--- config.mk ---
export PLATFORM = sky130hd
export DESIGN_NAME = keypad_scan_4x4
export DESIGN_NICKNAME = d
export VERILOG_FILES = /design/src/rtl/keypad_scan_4x4_pkg.sv /design/src/rtl/keypad_debounce.sv /design/src/rtl/keypad_scan_4x4.sv
export SDC_FILE = /design/constraint.sdc
export NUM_CORES = 1
export LEC_CHECK = 0
export CORE_MARGIN = 8
export CORE_UTILIZATION = 58
export DETAILED_ROUTE_END_ITERATION = 10
export DONT_BUFFER_PORTS = 1
export MAX_ROUTING_LAYER = met4
export PLACE_DENSITY = 0.76
export SLEW_MARGIN = 20
export SYNTH_ARGS = -nofsm -noshare
export SYNTH_HDL_FRONTEND = slang
export SYNTH_SLANG_ARGS = --single-unit
--- constraint.sdc ---
create_clock -name clk -period 2.7 [get_ports clk]
set_clock_uncertainty 0.15 [all_clocks]
set_input_delay 0.405 -clock clk [delete_from_list [all_inputs] [get_ports clk]]
set_output_delay 0.405 -clock clk [all_outputs]
set_load 0.02 [all_outputs]
--- src/rtl/keypad_scan_4x4_pkg.sv ---
// Shared definitions for the 4x4 keypad scanner: geometry, scan state
// encoding, column drive table and a one-hot test helper.
package keypad_scan_4x4_pkg;

  localparam int unsigned KEY_N = 16;
  localparam int unsigned ROWS  = 4;
  localparam int unsigned COLS  = 4;

  typedef enum logic {
    S_COL  = 1'b0,
    S_EVAL = 1'b1
  } scan_state_e;

  // Column drive patterns indexed by column; entry 4 is the idle (all high) drive.
  localparam int unsigned COL_IDLE_IDX = 4;
  localparam logic [4:0][3:0] COL_DRIVE = {
    4'b1111,  // idle
    4'b0111,  // column 3
    4'b1011,  // column 2
    4'b1101,  // column 1
    4'b1110   // column 0
  };

  // True when exactly one bit of a 16-bit key vector is set.
  function automatic logic is_onehot16(input logic [KEY_N-1:0] v);
    return (v != '0) && ((v & (v - 16'd1)) == '0);
  endfunction

endpackage

--- src/rtl/keypad_debounce.sv ---
// Scan-level debouncer: a candidate key vector must repeat on
// DEBOUNCE_SCANS consecutive evaluations before it reaches the output.
// Ports:
//   clk, rst_n  - clock, asynchronous active-low reset
//   eval        - one-cycle strobe, candidate is valid
//   candidate   - 16-bit key vector from the current scan (0 or one-hot)
//   onehot      - debounced key vector
//   key_down    - high while onehot is non-zero
//   key_valid   - one-cycle strobe when onehot takes a new non-zero value
module keypad_debounce
  import keypad_scan_4x4_pkg::*;
#(
  parameter int unsigned DEBOUNCE_SCANS = 8
) (
  input  logic             clk,
  input  logic             rst_n,
  input  logic             eval,
  input  logic [KEY_N-1:0] candidate,
  output logic [KEY_N-1:0] onehot,
  output logic             key_down,
  output logic             key_valid
);

  localparam int unsigned     CNT_W   = $clog2(DEBOUNCE_SCANS + 1);
  localparam logic [CNT_W-1:0] CNT_MAX = CNT_W'(DEBOUNCE_SCANS);

  logic [KEY_N-1:0] prev_cand;
  logic [KEY_N-1:0] prev_cand_nxt;
  logic [CNT_W-1:0] stable_cnt;
  logic [CNT_W-1:0] stable_cnt_nxt;
  logic [KEY_N-1:0] onehot_nxt;
  logic             key_valid_nxt;

  // Compare against the previous candidate and run the saturating count.
  always_comb begin
    prev_cand_nxt  = prev_cand;
    stable_cnt_nxt = stable_cnt;
    onehot_nxt     = onehot;
    key_valid_nxt  = 1'b0;
    if (eval) begin
      if (candidate == prev_cand) begin
        stable_cnt_nxt = (stable_cnt == CNT_MAX) ? stable_cnt : stable_cnt + CNT_W'(1);
      end else begin
        prev_cand_nxt  = candidate;
        stable_cnt_nxt = CNT_W'(1);
      end
      // The count used here already includes this scan.
      if ((stable_cnt_nxt == CNT_MAX) && (candidate != onehot)) begin
        onehot_nxt    = candidate;
        key_valid_nxt = |candidate;
      end
    end
  end

  always_ff @(posedge clk or negedge rst_n) begin
    if (!rst_n) begin
      prev_cand  <= '0;
      stable_cnt <= '0;
      onehot     <= '0;
      key_down   <= 1'b0;
      key_valid  <= 1'b0;
    end else begin
      prev_cand  <= prev_cand_nxt;
      stable_cnt <= stable_cnt_nxt;
      onehot     <= onehot_nxt;
      key_down   <= |onehot_nxt;
      key_valid  <= key_valid_nxt;
    end
  end

endmodule

--- src/rtl/keypad_scan_4x4.sv ---
// 4x4 active-low matrix keypad scanner. Drives one column low at a time for
// SCAN_DIV cycles, snapshots the synchronised rows at the end of each slot,
// and after the fourth column spends one idle cycle evaluating the scan.
// Ports:
//   clk, rst_n - clock, asynchronous active-low reset
//   row_n      - keypad rows, active low, asynchronous to clk
//   col_n      - column drive, active low, at most one bit low
//   onehot     - debounced key vector, bit 4*row+col
//   key_down   - high while onehot is non-zero
//   key_valid  - one-cycle strobe on a new non-zero onehot value
module keypad_scan_4x4
  import keypad_scan_4x4_pkg::*;
#(
  parameter int unsigned SCAN_DIV       = 1000,
  parameter int unsigned DEBOUNCE_SCANS = 8
) (
  input  logic             clk,
  input  logic             rst_n,
  input  logic [ROWS-1:0]  row_n,
  output logic [COLS-1:0]  col_n,
  output logic [KEY_N-1:0] onehot,
  output logic             key_down,
  output logic             key_valid
);

  localparam int unsigned      SLOT_W    = $clog2(SCAN_DIV);
  localparam logic [SLOT_W-1:0] SLOT_LAST = SLOT_W'(SCAN_DIV - 1);

  logic [ROWS-1:0]   row_meta;
  logic [ROWS-1:0]   row_sync;

  scan_state_e       state;
  scan_state_e       state_nxt;
  logic [1:0]        col_idx;
  logic [1:0]        col_idx_nxt;
  logic [SLOT_W-1:0] slot_cnt;
  logic [SLOT_W-1:0] slot_cnt_nxt;
  logic [KEY_N-1:0]  snapshot;
  logic [KEY_N-1:0]  snapshot_nxt;
  logic [COLS-1:0]   col_n_nxt;

  logic              eval_c;
  logic [KEY_N-1:0]  candidate_c;

  // Two-flop synchroniser; idle rows read as released.
  always_ff @(posedge clk or negedge rst_n) begin
    if (!rst_n) begin
      row_meta <= '1;
      row_sync <= '1;
    end else begin
      row_meta <= row_n;
      row_sync <= row_meta;
    end
  end

  // Scan state register.
  always_ff @(posedge clk or negedge rst_n) begin
    if (!rst_n) begin
      state    <= S_COL;
      col_idx  <= '0;
      slot_cnt <= '0;
      snapshot <= '0;
      col_n    <= COL_DRIVE[3'd0];
    end else begin
      state    <= state_nxt;
      col_idx  <= col_idx_nxt;
      slot_cnt <= slot_cnt_nxt;
      snapshot <= snapshot_nxt;
      col_n    <= col_n_nxt;
    end
  end

  // Next-state logic; col_n is registered, so it is driven from the next column.
  always_comb begin
    state_nxt    = state;
    col_idx_nxt  = col_idx;
    slot_cnt_nxt = slot_cnt;
    snapshot_nxt = snapshot;
    col_n_nxt    = col_n;
    eval_c       = 1'b0;
    candidate_c  = '0;
    unique case (state)
      S_COL: begin
        if (slot_cnt == SLOT_LAST) begin
          // Key (r, col_idx) lives at bit 4*r+col_idx = {r, col_idx}.
          for (int unsigned r = 0; r < ROWS; r++) begin
            snapshot_nxt[{2'(r), col_idx}] = ~row_sync[r];
          end
          slot_cnt_nxt = '0;
          if (col_idx == 2'd3) begin
            state_nxt = S_EVAL;
            col_n_nxt = COL_DRIVE[3'(COL_IDLE_IDX)];
          end else begin
            col_idx_nxt = col_idx + 2'd1;
            col_n_nxt   = COL_DRIVE[{1'b0, col_idx_nxt}];
          end
        end else begin
          slot_cnt_nxt = slot_cnt + SLOT_W'(1);
        end
      end
      S_EVAL: begin
        // Multi-press and ghost patterns collapse to "no key".
        eval_c       = 1'b1;
        candidate_c  = is_onehot16(snapshot) ? snapshot : '0;
        state_nxt    = S_COL;
        col_idx_nxt  = '0;
        slot_cnt_nxt = '0;
        snapshot_nxt = '0;
        col_n_nxt    = COL_DRIVE[3'd0];
      end
      default: state_nxt = S_COL;
    endcase
  end

  keypad_debounce #(
    .DEBOUNCE_SCANS(DEBOUNCE_SCANS)
  ) u_debounce (
    .clk       (clk),
    .rst_n     (rst_n),
    .eval      (eval_c),
    .candidate (candidate_c),
    .onehot    (onehot),
    .key_down  (key_down),
    .key_valid (key_valid)
  );

endmodule

==> results.toml <==
[global_route]
first_global_vias = 3467
antenna_violations_before_repair = 0
grt_start_max_net_pins = 80
grt_pass1_wl_mm = 17.27
grt.total_usage_pct = 21.50
grt_overflow_total = 0

[final_layout]
multiInputGateArea_um2 = 2193
layoutNonFillerInstCount = 612
layout.cells.most_common_list = "sky130_fd_sc_hd__nor2_1 (67), sky130_fd_sc_hd__dfrtp_1 (67), sky130_fd_sc_hd__inv_1 (37), sky130_fd_sc_hd__o21ai_0 (37), sky130_fd_sc_hd__buf_4 (35)"
finalInstanceArea_um2 = 5094
nNetsFinal = 524
area_growth_pct = 15.56
layout-drive-gt1-share_pct = 17.54
filler_cell_count = 572
antenna_cells_inserted = 0
area.sequential_um2 = 1992

[power]
leakage_nw = 2.225
peakVddDrop_v = 0.0003912
cellPowerDensity_nw_per_um2 = 414.8

[yosys]
main_combinational_cell_family_by_area_after_synthesis = "compound AO/OA/AOI/OAI gates"
synth_simple_gate_area_share_pct = 18.34
multiplexer_fraction_of_the_synthesized_cell_area_pct = 4.087
synth-warning-count = 0
synth.net_count = 495
synth_xor_area_share_pct = 3.775
post_synth_edffs = 0
synth_adder_area_share_pct = 2.838
synth-seq-area-share_pct = 45.16
synth-async-reset-ratio_pct = 100.0
postSynthAreaPerCell_um2 = 9.202
syn-instance-count = 479
synth-main-ff-cell = "sky130_fd_sc_hd__dfrtp_1"
synth_compound_gate_area_share_pct = 18.85
post_synth_instance_area_um2 = 4408
synth.lib_cells_used.distinct = 53
yosys_register_bits = 79

[clock_network]
clock_latency_ns = 0.35
cts_inserted_buffers = 9
maximum_clock_path_buffer_count = 2
root_buffer_cell = "sky130_fd_sc_hd__clkbuf_8"
cts.clk_slew.worst_paths_ns = 0.09
cts.htree.levels = 3
tritoncts = "built"
clock_sinks = 79

[critical_path]
critical_path.slowest_cell = "sky130_fd_sc_hd__dfrtp_1"
register_to_register_setup_slack_ns = -0.15
critical_path.max_fanout = 14
rr_endpoint = "u_debounce.onehot[4]"
critical-path-top-cell-by-count = "sky130_fd_sc_hd__nand4_1"
crit_path_max_incr_delay_ns = 0.42
worstSetupStartpointType = "register"
path_cells = "buf_6 > buf_4 > nor4bb_2 > a311oi_1 > a221oi_1 > nand4_1 > nand2_1 > nand4_1 > a211oi_4 > buf_12 > mux2i_1"
r2r.worst_path.cells = 11
required_ns = 2.81
rr_startpoint = "snapshot[13]"
critical-path-top-delay-family = "simple AND/OR/NAND/NOR gates"
critPathCaptureType = "register"
cp.arrival_ns = 2.96
crit_buf_inv = 3
critPathKind = "register to register"

[routing]
postRouteWirelength_mm = 10.96
final_antenna_net_count = 0
viasPerCell = 6.216
drc = 0
avgRoutedWirePerCell_um = 17.91
detailroute.via_count = 3804
initialDrtViolationCount = 339
drt_pass1_iterations = 6

[placement]
port_buffers = 0
post-place-cells = 587
globalplace.congestion = 0.9377
dp_hpwl_mm = 7.416
postPlaceCellArea_um2 = 4690

[worst_hold_path]
hold-path-cell-count = 0
hold_path_origin = "row_meta[1]"
hold_path_class = "register to register"
hold_end = "row_sync[1]"

[die]
fp.dieArea_um2 = 10650
core_box_area_um2 = 7292
die_height_um = 103.2
boundaryPins = 28
die_width_um = 103.2
rows = 31
initial_core_util_pct = 60.45

[sta]
report.final.slew_viol_count = 0
timing.fmax_mhz = 350.5
grt_setup_unrepaired = "true"
fin_ws_ns = -0.1530
actual_slew_at_the_worst_max_slew_pin_ns = 0.4077
final_hold_viol_count = 0
worst_hold_slack_after_final_layout_ns = 0.2081
setup_viol = 19
post-route-period-util_pct = 105.7
final.min_clock_period_ns = 2.853
maxSlewHeadroom_pct = 72.76

[job]
drv.max_cap_violation_count = 0

[run_status]
violated_checks = "negative setup slack"
run_status = "finished with violations"
timing repair:
item                       4_1_cts  5_1_grt
pin swaps                        0       11
setup buffers                    0        3
hold endpoints to repair        83        0
setup endpoints to repair       34       34
gates cloned                     0        1
hold buffers                     6        0
gates resized for setup          8       11
Yosys cell counts, types with 4 or more instances:
| cell | count | area, um^2 |
|---|---|---|
| sky130_fd_sc_hd__o21ai_0 | 37 | 185.2 |
| sky130_fd_sc_hd__nor4bb_1 | 6 | 60.06 |
| sky130_fd_sc_hd__nor4_1 | 7 | 43.79 |
| sky130_fd_sc_hd__nand3_1 | 12 | 60.06 |
| sky130_fd_sc_hd__buf_6 | 4 | 45.04 |
| sky130_fd_sc_hd__dfrtp_1 | 68 | 1702 |
| sky130_fd_sc_hd__xnor2_1 | 13 | 113.9 |
| sky130_fd_sc_hd__a311oi_1 | 6 | 52.55 |
| sky130_fd_sc_hd__or2_2 | 4 | 25.02 |
| sky130_fd_sc_hd__clkbuf_1 | 14 | 52.55 |
| sky130_fd_sc_hd__dfstp_2 | 11 | 289.0 |
| sky130_fd_sc_hd__nand4_1 | 7 | 43.79 |
| sky130_fd_sc_hd__mux2i_1 | 18 | 180.2 |
| sky130_fd_sc_hd__xor2_1 | 6 | 52.55 |
| sky130_fd_sc_hd__nor2_1 | 67 | 251.5 |
| sky130_fd_sc_hd__a22o_1 | 16 | 140.1 |
| sky130_fd_sc_hd__a22oi_1 | 7 | 52.55 |
| sky130_fd_sc_hd__nor3_1 | 6 | 30.03 |
| sky130_fd_sc_hd__a211o_1 | 5 | 43.79 |
| sky130_fd_sc_hd__inv_1 | 37 | 138.9 |
| sky130_fd_sc_hd__nand2_1 | 34 | 127.6 |
| sky130_fd_sc_hd__a31oi_1 | 6 | 37.54 |
| sky130_fd_sc_hd__a211oi_1 | 4 | 30.03 |
| sky130_fd_sc_hd__ha_1 | 10 | 125.1 |
| sky130_fd_sc_hd__a21oi_1 | 22 | 110.1 |
| sky130_fd_sc_hd__buf_2 | 11 | 55.05 |
flip-flops by register name, summed over array words and instances (netlist names):
name,flops
snapshot,16
u_debounce.onehot,16
u_debounce.prev_cand,16
slot_cnt,10
col_n,4
row_meta,4
row_sync,4
u_debounce.stable_cnt,4
col_idx,2
state,1
u_debounce.key_down,1
u_debounce.key_valid,1
logic make-up after synthesis:
kind of cell	count (synthesis)
AO/OA/AOI/OAI	123
XOR/XNOR	19
adder cells (fa/ha/maj)	10
buffers and inverters	67
flip-flops	79
multiplexers	18
AND/OR/NAND/NOR	163
where the power goes:
group | total (mW) | internal (mW) | switching [mW]
Sequential | 1.20 | 1.19 | 0.00423
Clock | 0.882 | 0.432 | 0.450
Combinational | 0.0331 | 0.00899 | 0.0241
Total | 2.11 | 1.63 | 0.478
how the worst max path moves through the flow:
stage                      start              endpoint  cells after the start  slack [ns]
floorplan            snapshot[5]  u_debounce.onehot[8]                     12        0.06
global placement     snapshot[3]  u_debounce.onehot[5]                     10       -0.08
finish              snapshot[13]  u_debounce.onehot[4]                     11       -0.15
CTS                 snapshot[14]  u_debounce.onehot[4]                     10       -0.11
global route        snapshot[13]  u_debounce.onehot[0]                     11       -0.26
detailed placement   snapshot[3]  u_debounce.onehot[4]                     10       -0.23
routing by layer:
layer,part of all wire (%),vias up,GRT usage (%)
li1,-,1743,-
met1,41,1835,26.83
met2,48,193,32.90
met3,8.0,33,4.016
met4,2.9,0,10.79
met5,0,-,-
final cells by class:
type	count	area share, %
clock buffer	10	2.506
clock inverter	6	1.326
inverter	37	2.727
multi-input combinational	333	43.06
sequential	79	39.11
tap	99	2.432
timing repair buffer	48	8.843
stage by stage:
| stage | util [%] | power, mW | setup WS [ns] | setup TNS, ns |
|---|---|---|---|---|
| 5_1_grt | 69.85 | 2.173 | -0.2606 | -5.697 |
| 4_1_cts | 68.65 | 2.125 | -0.1134 | -1.244 |
| 6_report | 69.85 | 2.113 | -0.1530 | -1.564 |
| 3_5_place_dp | 64.31 | 1.221 | -0.2308 | -4.188 |
| 2_1_floorplan | - | 1.220 | 0.05925 | 0 |
| 3_3_place_gp | 64.31 | 1.220 | -0.08077 | -1.256 |
No activity file was read; power rests on OpenSTA's default activity.
